## config.mk

```make
export PLATFORM = sky130hd
export DESIGN_NAME = pifo_enq_admission
export DESIGN_NICKNAME = d
export VERILOG_FILES = /design/src/rtl/pifo_enq_admission.sv
export SDC_FILE = /design/constraint.sdc
export NUM_CORES = 1
export LEC_CHECK = 0
export CAP_MARGIN = 20
export CORE_AREA = 2 2 344 346
export DETAILED_ROUTE_END_ITERATION = 6
export DIE_AREA = 0 0 346 348
export GPL_ROUTABILITY_DRIVEN = 0
export PLACE_DENSITY = 0.37
export SYNTH_ARGS = -nofsm -noshare
export SYNTH_HDL_FRONTEND = slang
export SYNTH_SLANG_ARGS = --single-unit
```

## constraint.sdc

```tcl
create_clock -name clk_in_0 -period 9.15 [get_ports clk_in_0]
set_input_delay 1.3725 -clock clk_in_0 [delete_from_list [all_inputs] [get_ports clk_in_0]]
set_output_delay 1.3725 -clock clk_in_0 [all_outputs]
set_load 0.02 [all_outputs]
```

## src/rtl/pifo_enq_admission.sv

```systemverilog
// pifo_enq_admission
// Admission stage in front of the PIFO scheduler. Resolves the destination
// queue from the SUME dst_port field, tracks per-queue buffer occupancy and
// decides admit/drop on the first beat of each packet. Admitted packets pass
// through combinationally with the queue index in tuser[34:32]; dropped
// packets are swallowed. The PIFO returns freed bytes on the rel_* port.
//
// Optional build macro: PIFO_ADM_STATS_EN adds adm_bytes, a wrapping 32-bit
// admitted-byte counter per queue (port 0 at the LSBs).
//
// state | meaning
// IDLE  | next beat is a first beat; admit/drop decided combinationally
// PASS  | forwarding the remaining beats of an admitted packet
// DROP  | consuming the remaining beats of a dropped packet
module pifo_enq_admission #(
    parameter int DATA_WIDTH      = 256,
    parameter int SUME_META_WIDTH = 128,
    parameter int PORT_NUM        = 5,
    parameter int PKT_BUFFER_SIZE = 128000,
    parameter int MIN_PKT_SIZE    = 64,
    parameter int MAX_PKT_SIZE    = 1518
) (
    input  logic                       clk_in_0,
    input  logic                       reset,
    input  logic [DATA_WIDTH-1:0]      s_axis_tdata,
    input  logic [DATA_WIDTH/8-1:0]    s_axis_tkeep,
    input  logic [SUME_META_WIDTH-1:0] s_axis_tuser,
    input  logic                       s_axis_tvalid,
    output logic                       s_axis_tready,
    input  logic                       s_axis_tlast,
    output logic [DATA_WIDTH-1:0]      m_axis_tdata,
    output logic [DATA_WIDTH/8-1:0]    m_axis_tkeep,
    output logic [SUME_META_WIDTH-1:0] m_axis_tuser,
    output logic                       m_axis_tvalid,
    input  logic                       m_axis_tready,
    output logic                       m_axis_tlast,
    input  logic                       rel_valid,
    input  logic [2:0]                 rel_port,
    input  logic [15:0]                rel_len,
    output logic                       drop_pulse,
    output logic [31:0]                drop_count
`ifdef PIFO_ADM_STATS_EN
    ,
    output logic [PORT_NUM*32-1:0]     adm_bytes
`endif
);

    localparam int OCC_W = $clog2(PKT_BUFFER_SIZE) + 1;
    localparam int SUM_W = OCC_W + 1;

    typedef enum logic [1:0] {IDLE, PASS, DROP} state_t;

    state_t               state, state_nxt;
    logic [OCC_W-1:0]     occ      [PORT_NUM];
    logic [OCC_W-1:0]     occ_nxt  [PORT_NUM];
    logic [SUM_W-1:0]     occ_sum  [PORT_NUM];
    logic [SUM_W-1:0]     occ_sub  [PORT_NUM];
    logic [OCC_W-1:0]     occ_sel;
    logic [2:0]           idx_dec, idx_lat, idx_out;
    logic                 idx_legal, len_ok, fits, admit;
    logic [7:0]           dst;
    logic [15:0]          pkt_len;
    logic [3:0]           dst_even, dst_odd;
    logic                 s_ready_c, m_valid_c, drop_c, adm_hs;
    logic [SUME_META_WIDTH-1:0] tuser_out;

    assign dst      = s_axis_tuser[31:24];
    assign pkt_len  = s_axis_tuser[15:0];
    assign dst_even = {dst[6], dst[4], dst[2], dst[0]};
    assign dst_odd  = {dst[7], dst[5], dst[3], dst[1]};

    // Queue decode: a single even bit selects nf0-nf3, odd-only selects DMA.
    always_comb begin
        idx_dec   = 3'd0;
        idx_legal = 1'b0;
        if (dst_odd == 4'b0000) begin
            case (dst_even)
                4'b0001: begin idx_dec = 3'd0; idx_legal = 1'b1; end
                4'b0010: begin idx_dec = 3'd1; idx_legal = 1'b1; end
                4'b0100: begin idx_dec = 3'd2; idx_legal = 1'b1; end
                4'b1000: begin idx_dec = 3'd3; idx_legal = 1'b1; end
                default: begin idx_dec = 3'd0; idx_legal = 1'b0; end
            endcase
        end else if (dst_even == 4'b0000) begin
            idx_dec   = 3'd4;
            idx_legal = 1'b1;
        end
    end

    // Occupancy of the decoded queue, used by the admission check.
    always_comb begin
        occ_sel = '0;
        for (int p = 0; p < PORT_NUM; p++) begin
            if (idx_dec == p[2:0]) occ_sel = occ[p];
        end
    end

    // Fit check is one bit wider than the counter so it can never wrap.
    assign len_ok = (pkt_len >= 16'(MIN_PKT_SIZE)) && (pkt_len <= 16'(MAX_PKT_SIZE));
    assign fits   = ({1'b0, occ_sel} + SUM_W'(pkt_len)) <= SUM_W'(PKT_BUFFER_SIZE);
    assign admit  = idx_legal & len_ok & fits;

    // Next-state and handshake routing.
    always_comb begin
        state_nxt = state;
        s_ready_c = 1'b0;
        m_valid_c = 1'b0;
        drop_c    = 1'b0;
        adm_hs    = 1'b0;
        idx_out   = idx_lat;
        case (state)
            IDLE: begin
                idx_out = idx_dec;
                if (admit) begin
                    m_valid_c = s_axis_tvalid;
                    s_ready_c = m_axis_tready;
                    if (s_axis_tvalid && m_axis_tready) begin
                        adm_hs = 1'b1;
                        if (!s_axis_tlast) state_nxt = PASS;
                    end
                end else begin
                    s_ready_c = 1'b1;
                    if (s_axis_tvalid) begin
                        drop_c = 1'b1;
                        if (!s_axis_tlast) state_nxt = DROP;
                    end
                end
            end
            PASS: begin
                m_valid_c = s_axis_tvalid;
                s_ready_c = m_axis_tready;
                if (s_axis_tvalid && m_axis_tready && s_axis_tlast) state_nxt = IDLE;
            end
            DROP: begin
                s_ready_c = 1'b1;
                if (s_axis_tvalid && s_axis_tlast) state_nxt = IDLE;
            end
            default: state_nxt = IDLE;
        endcase
    end

    // Forwarded metadata with the queue index overlaid on bits [34:32].
    always_comb begin
        tuser_out        = s_axis_tuser;
        tuser_out[34:32] = idx_out;
    end

    // Outputs are held at zero while reset is asserted, even though the
    // data path is combinational from the slave side.
    assign s_axis_tready = reset & s_ready_c;
    assign m_axis_tvalid = reset & m_valid_c;
    assign drop_pulse    = reset & drop_c;
    assign m_axis_tdata  = reset ? s_axis_tdata : '0;
    assign m_axis_tkeep  = reset ? s_axis_tkeep : '0;
    assign m_axis_tlast  = reset & s_axis_tlast;
    assign m_axis_tuser  = reset ? tuser_out : '0;

    // Per-queue update: add admitted length, subtract release, floor at 0.
    always_comb begin
        for (int p = 0; p < PORT_NUM; p++) begin
            occ_sum[p] = {1'b0, occ[p]};
            occ_sub[p] = '0;
            if (adm_hs && (idx_dec == p[2:0])) occ_sum[p] = {1'b0, occ[p]} + SUM_W'(pkt_len);
            if (rel_valid && (rel_port == p[2:0])) occ_sub[p] = SUM_W'(rel_len);
            occ_nxt[p] = (occ_sum[p] >= occ_sub[p]) ? OCC_W'(occ_sum[p] - occ_sub[p]) : '0;
        end
    end

    // State register.
    always_ff @(posedge clk_in_0 or negedge reset) begin
        if (!reset) state <= IDLE;
        else        state <= state_nxt;
    end

    // Occupancy counters.
    always_ff @(posedge clk_in_0 or negedge reset) begin
        if (!reset) begin
            for (int p = 0; p < PORT_NUM; p++) occ[p] <= '0;
        end else begin
            for (int p = 0; p < PORT_NUM; p++) occ[p] <= occ_nxt[p];
        end
    end

    // Latch the queue index of an admitted packet for its remaining beats.
    always_ff @(posedge clk_in_0 or negedge reset) begin
        if (!reset)      idx_lat <= 3'd0;
        else if (adm_hs) idx_lat <= idx_dec;
    end

    // Saturating drop counter.
    always_ff @(posedge clk_in_0 or negedge reset) begin
        if (!reset)                             drop_count <= '0;
        else if (drop_c && (drop_count != '1)) drop_count <= drop_count + 32'd1;
    end

`ifdef PIFO_ADM_STATS_EN
    logic [31:0] adm_cnt [PORT_NUM];

    // Wrapping admitted-byte counters per queue.
    always_ff @(posedge clk_in_0 or negedge reset) begin
        if (!reset) begin
            for (int p = 0; p < PORT_NUM; p++) adm_cnt[p] <= '0;
        end else if (adm_hs) begin
            for (int p = 0; p < PORT_NUM; p++) begin
                if (idx_dec == p[2:0]) adm_cnt[p] <= adm_cnt[p] + 32'(pkt_len);
            end
        end
    end

    for (genvar g = 0; g < PORT_NUM; g++) begin : g_stats
        assign adm_bytes[g*32 +: 32] = adm_cnt[g];
    end
`endif

endmodule

```

Word level (Yosys, flattened, before mapping). Cells that the tools add are included.

Register bits after elaboration: 127. Output and inout port bits: 452.

Add/sub/neg operators: 12. $lt $le $gt $ge: 8. Eq/ne operators: 20. Multiplexer cells: 48. Bitwise operators: 6. Reductions and logical operators: 22.

Operators with widths (number): 256-bit two-way mux (1); 18-bit two-way mux (10); 128-bit two-way mux (1); 18-bit by 16-bit adder with 19-bit output (6); 19-bit by 16-bit greater-or-equal comparator with 1-bit output (5); 19-bit two-way mux (5); 18-bit subtractor (5); 16-bit two-way mux (5); 32-bit by 1-bit adder with 32-bit output, second input constant (1); 32-bit two-way mux (1); 32-bit inequality test, second input constant (1); 19-bit by 17-bit less-or-equal comparator with 1-bit output, second input constant (1); 16-bit by 7-bit greater-or-equal comparator with 1-bit output, second input constant (1); 16-bit by 11-bit less-or-equal comparator with 1-bit output, second input constant (1); 1-bit logical AND (15); 2-bit two-way mux (7); 3-bit by 2-bit equality test with 1-bit output, second input constant (4); 2-bit one-hot mux with 3 select lines (2); 1-bit two-way mux (11); 3-bit two-way mux (3); 4-bit zero test (2); 1-bit AND (6); 3-bit by 1-bit equality test with 1-bit output, second input constant (2); 3-bit equality test, second input constant (2); 14 further kinds (18).

Longest topological paths before layout.
Depth after elaboration: 18. Mapped depth: 40. Gate-level depth less buffers: 35.

Least setup slack after synthesis. OpenSTA, ideal clock, no wires.

Path type: in2reg. From: input port s_axis_tuser[24]. To: register occ[23] in the netlist's numbering. Setup time: 137 ps. Arrival: 8823 ps. Path slack: 190 ps. Stages: 37. Path buffers: 6. Cell sequence: clkbuf_1 > or2_2 > nor2_1 > nand2_1 > nor2_1 > a21oi_1 > o21ai_0 > ha_1 > inv_1 > fa_1 > xnor2_1 > nor4b_1 > o311ai_0 > a2111oi_0 > o2111ai_1 > a211o_1 > and4_1 > clkbuf_1 > a2111o_1 > clkbuf_1 > clkbuf_1 > nand2_1 > nand2_1 > ha_1 > nor2b_1 > o21ai_0 > a21boi_0 > o21ai_0 > a21oi_1 > a221oi_1 > a21oi_1 > a31o_2 > a2111oi_2 > o21ba_2 > buf_4 > buf_4 > a21oi_1.

RTL lines: from (decl) (RTL line 27) `input logic [SUME_META_WIDTH-1:0] s_axis_tuser,`; to (decl) (RTL line 54) `logic [OCC_W-1:0] occ [PORT_NUM];`.

==> flow_summary_export.csv <==
group,metric,value,unit
status,status,"complete, no violations",
worst_setup_path,rr_worst_depth,35,
synthesis,syn_area,0.0178,mm²
cts,insertion_delay,0.51,ns
pwr,clkPwrFrac,10.8,%
sta,tightest_slew,1.08,ns
routing,drcViolationCount,0,
floorplan,start_util,15.2,%
floorplan,core-area,0.117,mm²
global_route,grt_pass1_vias,21800,
worst_setup_path,critPathBufInv,5,
layout,multi_input_area,0.0140,mm²
synthesis,yosys_most_used_dff,"dfrtp_1",
worst_setup_path,crit_family,"compound AO/OA/AOI/OAI gates",
global_route,track_usage,31.9,%
pwr,switchingPower,3.67,mW
synthesis,synth-edff-count,0,
sta,final.period_utilization,96.6,%
layout,fillerInstances,12900,
synthesis,synth_nets,3022,
layout,postLayoutCellArea,0.0311,mm²
cts,clkTransAtPathRegs,0.07,ns
synthesis,synth_cells,2393,
floorplan,die_x,346,µm
synthesis,ys_seq_elements,127,
global_route,grt_pass1_wl,244000,µm
layout,seq_area,0.00318,mm²
pwr,leakage,12.7,nW
synthesis,ys_seq_area_share,17.9,%
cts,h-tree-depth,4,
cts,ctsLongestPathBuffers,2,
layout,areaGrowthSynthToFinish,75.3,%
global_route,grt-ovfl-total,0,
synthesis,syn_avg_cell_area,7.43,µm²
pwr,pwr-share-comb,74.2,%
synthesis,yosysTopAreaCell,"dfrtp_1",
sta,period_needed,8.84,ns
job,cap_viol_max_count,0,
hold_path,hp-class,"flop to flop",
synthesis,async_reset_ff_share,100,%
pwr,seqPwrFrac,15.0,%
synthesis,ys_types,83,
cts,cts.sinks,127,
sta,whs,0.483,ns
placement,place_area,0.0303,mm²
routing,wirelength,199000,µm
worst_setup_path,crit_path_end_kind,"flop",
pwr,power_density,240,mW/mm²
synthesis,post-synth-top-count-cell,"and2_1",
pwr,internal_power,3.82,mW
sta,final-hold-violation-count,0,
sta,slew_headroom,28.1,%
floorplan,rows,126,
worst_setup_path,slowest_delay,0.59,ns
worst_setup_path,crit_cells,31,
worst_setup_path,cp_max_fo,11,
cts,tritoncts,"done",
cts,cts_inserted_buffers,17,
floorplan,io_pins,893,
floorplan,die_y,348,µm
synthesis,netlist_top_cells_count,"and2_1 (434), nand2_1 (281), ha_1 (177)",
hold_path,hold_depth,2,
layout,fin_nets,4093,
routing,avgRoutedWirePerCell,39.2,µm
routing,drtIter0Drc,2061,
cts,cts_hold_buffers,0,
placement,io_buffers,889,
routing,via_count,23600,
floorplan,design.die.area,0.120,mm²
synthesis,synth_warnings,0,
synthesis,yosys.area.top_type_share,17.9,%
routing,drt.antenna.violating_nets,0,
worst_setup_path,critPathLaunchType,"primary input",
global_route,grt_max_degree,191,
worst_setup_path,worstPathArrival,9.24,ns
sta,finClkSkew,0.0237,ns
sta,fin_ws,0.315,ns
cts,root_buffer,"clkbuf_16",
layout,layout-drive-gt1-share,10.2,%
pwr,vdd_drop_max,0.176,mV
sta,fmax,113,MHz
pwr,switching_share,49.0,%
worst_setup_path,cpMaxStageDelayCell,"or4_4",
sta,setup_viol,0,
pwr,total_power,7.48,mW
placement,hpwl,179000,µm
routing,viasPerCell,4.64,
placement,pre_cts_ws,-0.454,ns
synthesis,netlist_top_cells_area,"dfrtp_1 (18%), and2_1 (15%), ha_1 (12%)",
global_route,antenna_found_initial,158,
routing,dr.pass1.iters,6,
sta,slew_viol_final,0,
worst_setup_path,critical_path_class,"primary input to flop",
worst_setup_path,worstPathRequired,9.55,ns
logic make-up (layout without fill, tap and decap cells):
| group | after synthesis | after routing | synth area share [%] |
|---|---|---|---|
| buffers and inverters | 172 | 1256 | 3.83 |
| adder cells (fa/ha/maj) | 188 | 188 | 13.7 |
| XOR/XNOR | 169 | 169 | 8.33 |
| multiplexers | 24 | 24 | 1.44 |
| AO/OA/AOI/OAI | 561 | 561 | 20.3 |
| AND/OR/NAND/NOR | 1152 | 1152 | 34.5 |
| flip-flops | 127 | 127 | 17.9 |
| other | 0 | 66 | 0 |
metal layers:
layer	up-vias	GRT usage, %	share of wire, %
li1	10600	-	-
met1	11300	35.7	38
met2	1282	47.5	42
met5	-	1.24	0.29
met4	62	17.7	6.1
met3	316	18.1	14
worst min-delay path: stages, from the launching register on:
cell	delay, ns
dfrtp_1	0.34
nand2_1	0.04
o21ai_0	0.06
sequential cells by signal, summed over array words and instances (netlist names):
| register | cells |
|---|---|
| idx_lat | 3 |
| state | 2 |
| drop_count | 32 |
| occ | 90 |
timing repair:
item	4_1_cts	5_1_grt
setup buffers	0	0
endpoints found under the setup margin	0	90
resized for setup	0	20
cell usage in the layout (no fill, tap or decap), drive strengths merged, types with 11 or more instances in the layout:
master	instances
mux2i	11
buf	266
nand2b	19
o21a	18
nor4	16
o21bai	28
o21ai	145
a221oi	12
fa	11
ha	177
dfrtp	127
nand3	47
and2	434
clkbuf	20
a21o	48
a31oi	25
mux2	13
nand4	33
xnor2	109
a211oi	19
inv	71
nor3	53
xor2	60
diode	66
nand2	281
clkdlybuf4s50	885
and3	23
a21oi	160
or3	18
nor2	156
nor2b	25
o211ai	17
per-stage QoR:
step / utilization (%) / instances / setup TNS (ns)
6_report: 26.6 / 5079 / 0
5_1_grt: 26.5 / 5035 / -0.000242
4_1_cts: 26.4 / 5013 / 0
3_5_place_dp: 25.9 / 4981 / -18.02
3_3_place_gp: 25.9 / 4981 / -23.51
2_1_floorplan: - / 2393 / 0
path summary, 6_finish.rpt:
check | from | to | slack [ns]
worst max-delay path | s_axis_tuser[25] | occ[34] | 0.31
worst min-delay path | idx_lat[0] | idx_lat[0] | 0.48
worst max register to register | occ[72] | occ[34] | 1.76
worst min register to register | idx_lat[0] | idx_lat[0] | 0.48
max in group asynchronous | reset | drop_count[27] | 6.96
min in group asynchronous | reset | occ[11] | 0.86
layout make-up:
cell class                 count  area share, %
inverter                      71          0.856
antenna                       66          0.530
multi-input combinational   2094           44.9
tap                         1536           6.17
timing repair buffer        1153           35.2
clock buffer                  20           1.50
sequential                   127           10.2
clock inverter                12          0.591
power by group through the flow:
stage	clock network [mW]	logic [mW]	registers (mW)
4_1_cts	0.825	5.48	1.12
2_1_floorplan	0	3.33	0.952
3_3_place_gp	0	5.45	1.13
6_report	0.806	5.55	1.13
5_1_grt	0.846	6.08	1.14
3_5_place_dp	0	5.45	1.13
Note: power is estimated with default switching activity, not from simulation.
